$ cat src/rtl/apb_uart_pkg.sv
// Shared definitions for the UART APB control/status block: FSM encoding,
// register indices and STATUS bit positions.
package apb_uart_pkg;

  typedef enum logic [1:0] {
    S_IDLE   = 2'd0,
    S_SETUP  = 2'd1,
    S_ACCESS = 2'd2
  } apb_state_e;

  localparam int REG_BAUD   = 0;
  localparam int REG_CTRL   = 1;
  localparam int REG_TXDATA = 2;
  localparam int REG_RXDATA = 3;
  localparam int REG_STATUS = 4;
  localparam int REG_IER    = 5;

  localparam int STAT_TX_RDY = 0;
  localparam int STAT_RX_RDY = 1;
  localparam int STAT_TXOVF  = 2;
  localparam int STAT_RXUND  = 3;

endpackage

$ cat src/rtl/apb_slave_fsm.sv
// APB3 slave protocol FSM: wait-state counter, pready generation, commit
// strobe and the address/direction captured in the setup phase.
module apb_slave_fsm
  import apb_uart_pkg::*;
#(
  parameter int ADDR_W      = 3,
  parameter int WAIT_STATES = 0
) (
  input  logic              pclk,
  input  logic              preset,
  input  logic              psel,
  input  logic              penable,
  input  logic              pwrite,
  input  logic [ADDR_W-1:0] paddr,
  output logic              pready,
  output logic              commit,
  output logic              setup_go,
  output logic [ADDR_W-1:0] acc_addr,
  output logic              acc_wr
);

  apb_state_e state, state_nxt;
  logic [3:0] wait_cnt;

  // A setup phase seen from IDLE is handled in that same cycle, so a
  // zero-wait transfer still completes in two cycles.
  always_comb begin
    state_nxt = state;
    setup_go  = 1'b0;
    pready    = (state == S_ACCESS) && (wait_cnt == '0) && psel && penable;
    case (state)
      S_IDLE: begin
        if (psel && !penable) begin
          setup_go  = 1'b1;
          state_nxt = S_ACCESS;
        end
      end
      S_SETUP: begin
        if (psel) begin
          setup_go  = 1'b1;
          state_nxt = S_ACCESS;
        end else begin
          state_nxt = S_IDLE;
        end
      end
      S_ACCESS: begin
        if (!psel)       state_nxt = S_IDLE;
        else if (pready) state_nxt = S_SETUP;
      end
      default: state_nxt = S_IDLE;
    endcase
  end

  assign commit = pready;

  always_ff @(posedge pclk or posedge preset) begin
    if (preset) begin
      state    <= S_IDLE;
      wait_cnt <= '0;
      acc_addr <= '0;
      acc_wr   <= 1'b0;
    end else begin
      state <= state_nxt;
      if (setup_go) begin
        wait_cnt <= 4'(WAIT_STATES);
        acc_addr <= paddr;
        acc_wr   <= pwrite;
      end else if (state == S_ACCESS && wait_cnt != '0) begin
        wait_cnt <= wait_cnt - 4'd1;
      end
    end
  end

endmodule

$ cat src/rtl/apb_uart_csr.sv
// UART APB3 control/status registers with TX/RX side-effect strobes and sticky
// error flags. Optional IER register and irq output under APB_UART_CSR_IRQ_EN.
module apb_uart_csr
  import apb_uart_pkg::*;
#(
  parameter int          DATA_W      = 8,
  parameter int          ADDR_W      = 3,
  parameter int          WAIT_STATES = 0,
  parameter int unsigned BAUD_RST    = 0
) (
  input  logic              pclk,
  input  logic              preset,
  input  logic              psel,
  input  logic              penable,
  input  logic              pwrite,
  input  logic [ADDR_W-1:0] paddr,
  input  logic [DATA_W-1:0] pwdata,
  output logic [DATA_W-1:0] prdata,
  output logic              pready,
  output logic              pslverr,
  output logic [DATA_W-1:0] baud_val,
  output logic [DATA_W-1:0] ctrl,
  output logic [DATA_W-1:0] tx_data,
  output logic              tx_wr,
  input  logic              tx_rdy,
  input  logic [DATA_W-1:0] rx_data,
  input  logic              rx_rdy,
`ifdef APB_UART_CSR_IRQ_EN
  output logic              irq,
`endif
  output logic              rx_rd
);

  localparam logic [ADDR_W-1:0] A_BAUD   = ADDR_W'(REG_BAUD);
  localparam logic [ADDR_W-1:0] A_CTRL   = ADDR_W'(REG_CTRL);
  localparam logic [ADDR_W-1:0] A_TXDATA = ADDR_W'(REG_TXDATA);
  localparam logic [ADDR_W-1:0] A_RXDATA = ADDR_W'(REG_RXDATA);
  localparam logic [ADDR_W-1:0] A_STATUS = ADDR_W'(REG_STATUS);
  localparam logic [ADDR_W-1:0] A_IER    = ADDR_W'(REG_IER);

  logic              commit, setup_go, acc_wr;
  logic [ADDR_W-1:0] acc_addr;
  logic [DATA_W-1:0] prdata_q, rd_setup, status_v;
  logic              txovf, rxund;
  logic              wr_tx, rd_rx, wr_st, mapped;
`ifdef APB_UART_CSR_IRQ_EN
  logic [2:0]        ier_q;
`endif

  apb_slave_fsm #(.ADDR_W(ADDR_W), .WAIT_STATES(WAIT_STATES)) u_fsm (
    .pclk     (pclk),
    .preset   (preset),
    .psel     (psel),
    .penable  (penable),
    .pwrite   (pwrite),
    .paddr    (paddr),
    .pready   (pready),
    .commit   (commit),
    .setup_go (setup_go),
    .acc_addr (acc_addr),
    .acc_wr   (acc_wr)
  );

  always_comb begin
    status_v              = '0;
    status_v[STAT_TX_RDY] = tx_rdy;
    status_v[STAT_RX_RDY] = rx_rdy;
    status_v[STAT_TXOVF]  = txovf;
    status_v[STAT_RXUND]  = rxund;
  end

  always_comb begin
    rd_setup = '0;
    case (paddr)
      A_BAUD:   rd_setup = baud_val;
      A_CTRL:   rd_setup = ctrl;
      A_STATUS: rd_setup = status_v;
`ifdef APB_UART_CSR_IRQ_EN
      A_IER:    rd_setup = DATA_W'(ier_q);
`endif
      default:  rd_setup = '0;
    endcase
  end

`ifdef APB_UART_CSR_IRQ_EN
  assign mapped = (acc_addr <= A_IER);
`else
  assign mapped = (acc_addr <= A_STATUS);
`endif

  // RXDATA bypasses the setup-time snapshot so the returned byte matches the
  // rx_rdy value that decides the pop / underflow at the commit edge.
  assign prdata  = (acc_addr == A_RXDATA) ? (rx_rdy ? rx_data : '0) : prdata_q;
  assign pslverr = pready & (~mapped | (acc_wr & (acc_addr == A_RXDATA)));

  assign wr_tx = commit &  acc_wr & (acc_addr == A_TXDATA);
  assign rd_rx = commit & ~acc_wr & (acc_addr == A_RXDATA);
  assign wr_st = commit &  acc_wr & (acc_addr == A_STATUS);

  always_ff @(posedge pclk or posedge preset) begin
    if (preset) begin
      prdata_q <= '0;
      baud_val <= DATA_W'(BAUD_RST);
      ctrl     <= '0;
      tx_data  <= '0;
      tx_wr    <= 1'b0;
      rx_rd    <= 1'b0;
      txovf    <= 1'b0;
      rxund    <= 1'b0;
    end else begin
      tx_wr <= wr_tx & tx_rdy;
      rx_rd <= rd_rx & rx_rdy;
      // A new setting event beats a write-1-to-clear on the same edge.
      txovf <= (wr_tx & ~tx_rdy) | (txovf & ~(wr_st & pwdata[STAT_TXOVF]));
      rxund <= (rd_rx & ~rx_rdy) | (rxund & ~(wr_st & pwdata[STAT_RXUND]));
      if (setup_go) prdata_q <= rd_setup;
      if (commit && acc_wr) begin
        case (acc_addr)
          A_BAUD:   baud_val <= pwdata;
          A_CTRL:   ctrl     <= pwdata;
          A_TXDATA: if (tx_rdy) tx_data <= pwdata;
          default:  ;
        endcase
      end
    end
  end

`ifdef APB_UART_CSR_IRQ_EN
  always_ff @(posedge pclk or posedge preset) begin
    if (preset) begin
      ier_q <= '0;
      irq   <= 1'b0;
    end else begin
      if (commit && acc_wr && acc_addr == A_IER) ier_q <= pwdata[2:0];
      irq <= |(ier_q & {txovf | rxund, tx_rdy, rx_rdy});
    end
  end
`endif

endmodule

$ cat config.mk
export PLATFORM = sky130hd
export DESIGN_NAME = apb_uart_csr
export DESIGN_NICKNAME = d
export VERILOG_FILES = /design/src/rtl/apb_uart_pkg.sv /design/src/rtl/apb_slave_fsm.sv /design/src/rtl/apb_uart_csr.sv
export SDC_FILE = /design/constraint.sdc
export NUM_CORES = 1
export LEC_CHECK = 0
export CORE_MARGIN = 5
export CORE_UTILIZATION = 51
export CTS_CLUSTER_SIZE = 12
export DETAILED_ROUTE_END_ITERATION = 10
export GPL_TIMING_DRIVEN = 0
export PLACE_DENSITY = 0.84
export RECOVER_POWER = 25
export SLEW_MARGIN = 20
export SYNTH_ARGS = -nofsm -noshare
export SYNTH_HDL_FRONTEND = slang
export SYNTH_SLANG_ARGS = --single-unit
$ cat constraint.sdc
create_clock -name pclk -period 4.98 [get_ports pclk]
set_clock_uncertainty 0.05 [all_clocks]
set_input_delay 0.996 -clock pclk [delete_from_list [all_inputs] [get_ports pclk]]
set_output_delay 0.996 -clock pclk [all_outputs]
set_load 0.02 [all_outputs]
==> impl_results.md <==
* DR vias/cell at 5.41
* Seq cells post-synth at 46
* DRC violation count after routing at 0
* Most repeated library cell on the critical path: clkdlybuf4s50_1
* Number of ports placed on the die boundary at 62
* Global-route wire length before repair at 7890 µm
* Initial cell density of the core at 51.7%
* Crit start category: input port
* Post-synth design cell area at 0.00220 mm²
* Total placed instance area at 0.00289 mm²
* Worst path required time at 3930 ps
* Post-cts gate resize count at 0
* Post-DP HPWL at 3650 µm
* Max-cap violations at 1
* Setup Buffers After CTS at 0
* Total number of vias at 1639
* Transition time of the tightest slew-check pin at 1610 ps
* Power density relative to cell area at 385 mW/mm²
* Core area at 0.00426 mm²
* Die width at 75.7 µm
* Fraction of layout instances using a drive strength above 1 at 17.9%
* Tmin final at 3920 ps
* Post-layout total power at 1.15 mW
* Final setup viols at 0
* First-pass iteration count of the detailed router at 4
* Leakage power summed over all cells at 1.37 nW
* Unique masters post-synth at 35
* Peak supply drop at 0.268 mV
* Violated checks: max-capacitance violations, max-slew violations
* Post-route cell area at 0.00298 mm²
* Unrepaired setup endpoints after global routing: false
* Number of cells in the design after placement at 295
* Utilization after layout at 70.0%
* CTS Root Cell: clkbuf_8
* Number of buffers added by the clock tree synthesis step at 5
* Switching power of the nets at 0.373 mW
* Max Clk Rate at 255 MHz
* Clock tree from TritonCTS: built
* Net count of the mapped netlist at 210
* Kind of critical path: input port to output pin
* GRT Resource Usage Total at 18.7%
* Avg Synthesized Cell Area at 12.1 µm²
* Instance count of the mapped netlist at 182
* DR WL/cell at 16.5 µm
* Post-CTS Hold Buffers at 0
* Number of slew-limit violations in the final report at 31
* Routability congestion estimate from global placement at 0.805
* Power share of the combinational group at 33.6%
* Count of buffers from port buffering at 60
* Cells traversed along the worst timing path: clkdlybuf4s50_1 -> and3b_1 -> buf_2 -> nand2_1 -> a21oi_1 -> clkdlybuf4s50_1
* Internal power of the cells at 0.776 mW
* Insertion delay of the later-clocked pin in the worst-skew pair at 300 ps
* Switching Fraction at 32.5%
* Count of non-filler cells in the finished layout at 303
* Crit path arrival time at 2870 ps
* CP peak stage delay at 630 ps
* Final Hold Viols at 0
* Sinks on the clock net at 46
* Detail Route Antenna Nets at 0
* Post-route worst hold slack at 445 ps
* Minimum setup slack in the final design at 1060 ps
* Die height at 75.7 µm
* Fraction of the cycle the final worst path needs at 78.6%
* Highest-delay cell along the critical path: clkdlybuf4s50_1
* Global route overflow at 0
* Setup TNS at 0 ps
* Initial antenna violation count at 0
* Clock power share at 24.0%
* Number of buffers on the longest clock path at 2
* Largest net degree at the start of global routing at 31
* Register clock-pin slew on the reported worst setup and hold paths at 90 ps
* Headroom to the max-slew limit at -7.05%
* Largest delay share family, worst path: buffers and inverters
* Post-layout nets at 278
* Final routed wirelength across all metal layers at 4990 µm
* Area growth from synthesis to layout at 35.4%
* Setup Slack @ Placement at 1100 ps
* Initial DRC Count at 105
* H-tree lvl count at 2
* Worst min path class: flop to flop
* Yosys warning count at 0
* Outcome: finished, violations left
* Sequential area share after synthesis at 52.2%
* Vias in the first global route at 1548
* Largest driver fanout on the critical path at 7
* Area of the die at 0.00574 mm²
* Antenna cells at 0
* Sum of buffers and inverters on the critical path at 3
* Critical Path End Type: output pin
* Number of core rows at 24
* Register share of total power at 42.4%
-- logic make-up (layout without fill, tap and decap cells) --
kind of cell    count (synthesis)  in the layout  synth area share, %
simple gates                   48             48                 14.7
flops                          46             46                 52.2
mux                            37             37                 18.4
compound gates                 32             32                 9.94
buf+inv                        17             86                 3.63
fa+ha+maj                       2              2                 1.14
-- cells in the final DEF (no fill, tap or decap), drive strengths merged, types with 3 or more instances in the layout --
cell type,n
clkbuf,9
inv,9
mux2i,9
buf,6
dfrtp,46
o2bb2ai,8
nor2b,3
o21ai,13
nand2b,3
clkdlybuf4s50,59
a21oi,4
a22o,4
or3,3
nand2,18
nand4,4
mux2,28
-- metal layers --
metal  vias to the layer above  track usage, %  share of wire (%)
met5                         -               0                  0
met4                         0            4.66               0.74
met3                         4            5.54                6.9
met2                        54            29.2                 47
met1                       785            25.5                 45
li1                        796               -                  -
-- final cells by class --
cell class              count  area, µm²
fillers                   322       1280
flip-flops and latches     46       1150
multi-input cells         119        972
repair buffers             61        604
clock buffers               6       72.6
well taps                  52       65.1
plain buffers               8       46.3
clock inverters             2       37.5
inverters                   9       33.8
-- worst register-to-register path, delay by kind of cell (launching register included) --
kind | cells | cell delay (ps)
flip-flops | 1 | 400
adder cells (fa/ha/maj) | 1 | 160
buffers and inverters | 2 | 270
AND/OR/NAND/NOR | 2 | 430
multiplexers | 1 | 340
-- state kept, by name, summed over array words and instances (netlist names) --
| register | cells |
|---|---|
| u_fsm.acc_addr | 3 |
| ctrl | 8 |
| baud_val | 8 |
| prdata_q | 8 |
| tx_data | 8 |
| rx_rd | 1 |
| rxund | 1 |
| u_fsm.wait_cnt | 4 |
| u_fsm.acc_wr | 1 |
| u_fsm.state | 2 |
| txovf | 1 |
| tx_wr | 1 |
-- power by group through the flow --
| stage | Combinational (mW) | Clock, mW | Sequential [mW] |
|---|---|---|---|
| finish | 0.386 | 0.276 | 0.487 |
| global route | 0.417 | 0.298 | 0.498 |
| CTS | 0.390 | 0.281 | 0.487 |
| detailed placement | 0.387 | 0 | 0.493 |
| global placement | 0.379 | 0 | 0.490 |
| floorplan | 0.205 | 0 | 0.520 |
-- synth_stat cells --
cell       instances  share of area [%]
nand2b_1           3               0.85
nand4_1            1               0.28
nor3_1             1               0.23
buf_6              1               0.51
ha_1               2                1.1
o41ai_1            1               0.40
a21oi_1            4               0.91
nor4_1             1               0.28
nor3b_1            2               0.68
dfrtp_1           46                 52
or3_1              3               0.85
nor4bb_1           2               0.91
a22o_1             4                1.6
a32o_1             1               0.45
mux2i_1            9                4.1
and4bb_2           1               0.57
nand2_1           18                3.1
or2_1              1               0.28
mux2_2            28                 14
and2b_1            1               0.34
nand4_4            3                2.9
o21ai_0           13                3.0
buf_4              1               0.34
and4bb_1           1               0.57
nor2b_1            3               0.85
inv_1              9                1.5
o2bb2ai_1          8                3.2
nor2_1             2               0.34
a41o_1             1               0.45
clkbuf_1           2               0.34
nand3b_1           1               0.34
or4_1              2               0.68
nand3_1            1               0.23
and3b_1            1               0.40
buf_2              4               0.91
-- worst paths after layout --
check                                        from                end  slack, ps  cells after the start
worst min-delay path                  prdata_q[5]        prdata_q[5]        450                      1
worst max-delay path                         psel            pslverr       1060                      6
worst max register to register  u_fsm.wait_cnt[0]         tx_data[2]       3230                      6
max in group asynchronous                  preset  u_fsm.wait_cnt[0]       1830                      3
worst min register to register        prdata_q[5]        prdata_q[5]        450                      1
min in group asynchronous                  preset        prdata_q[2]       1150                      2
(Power assumes the default switching activity.)
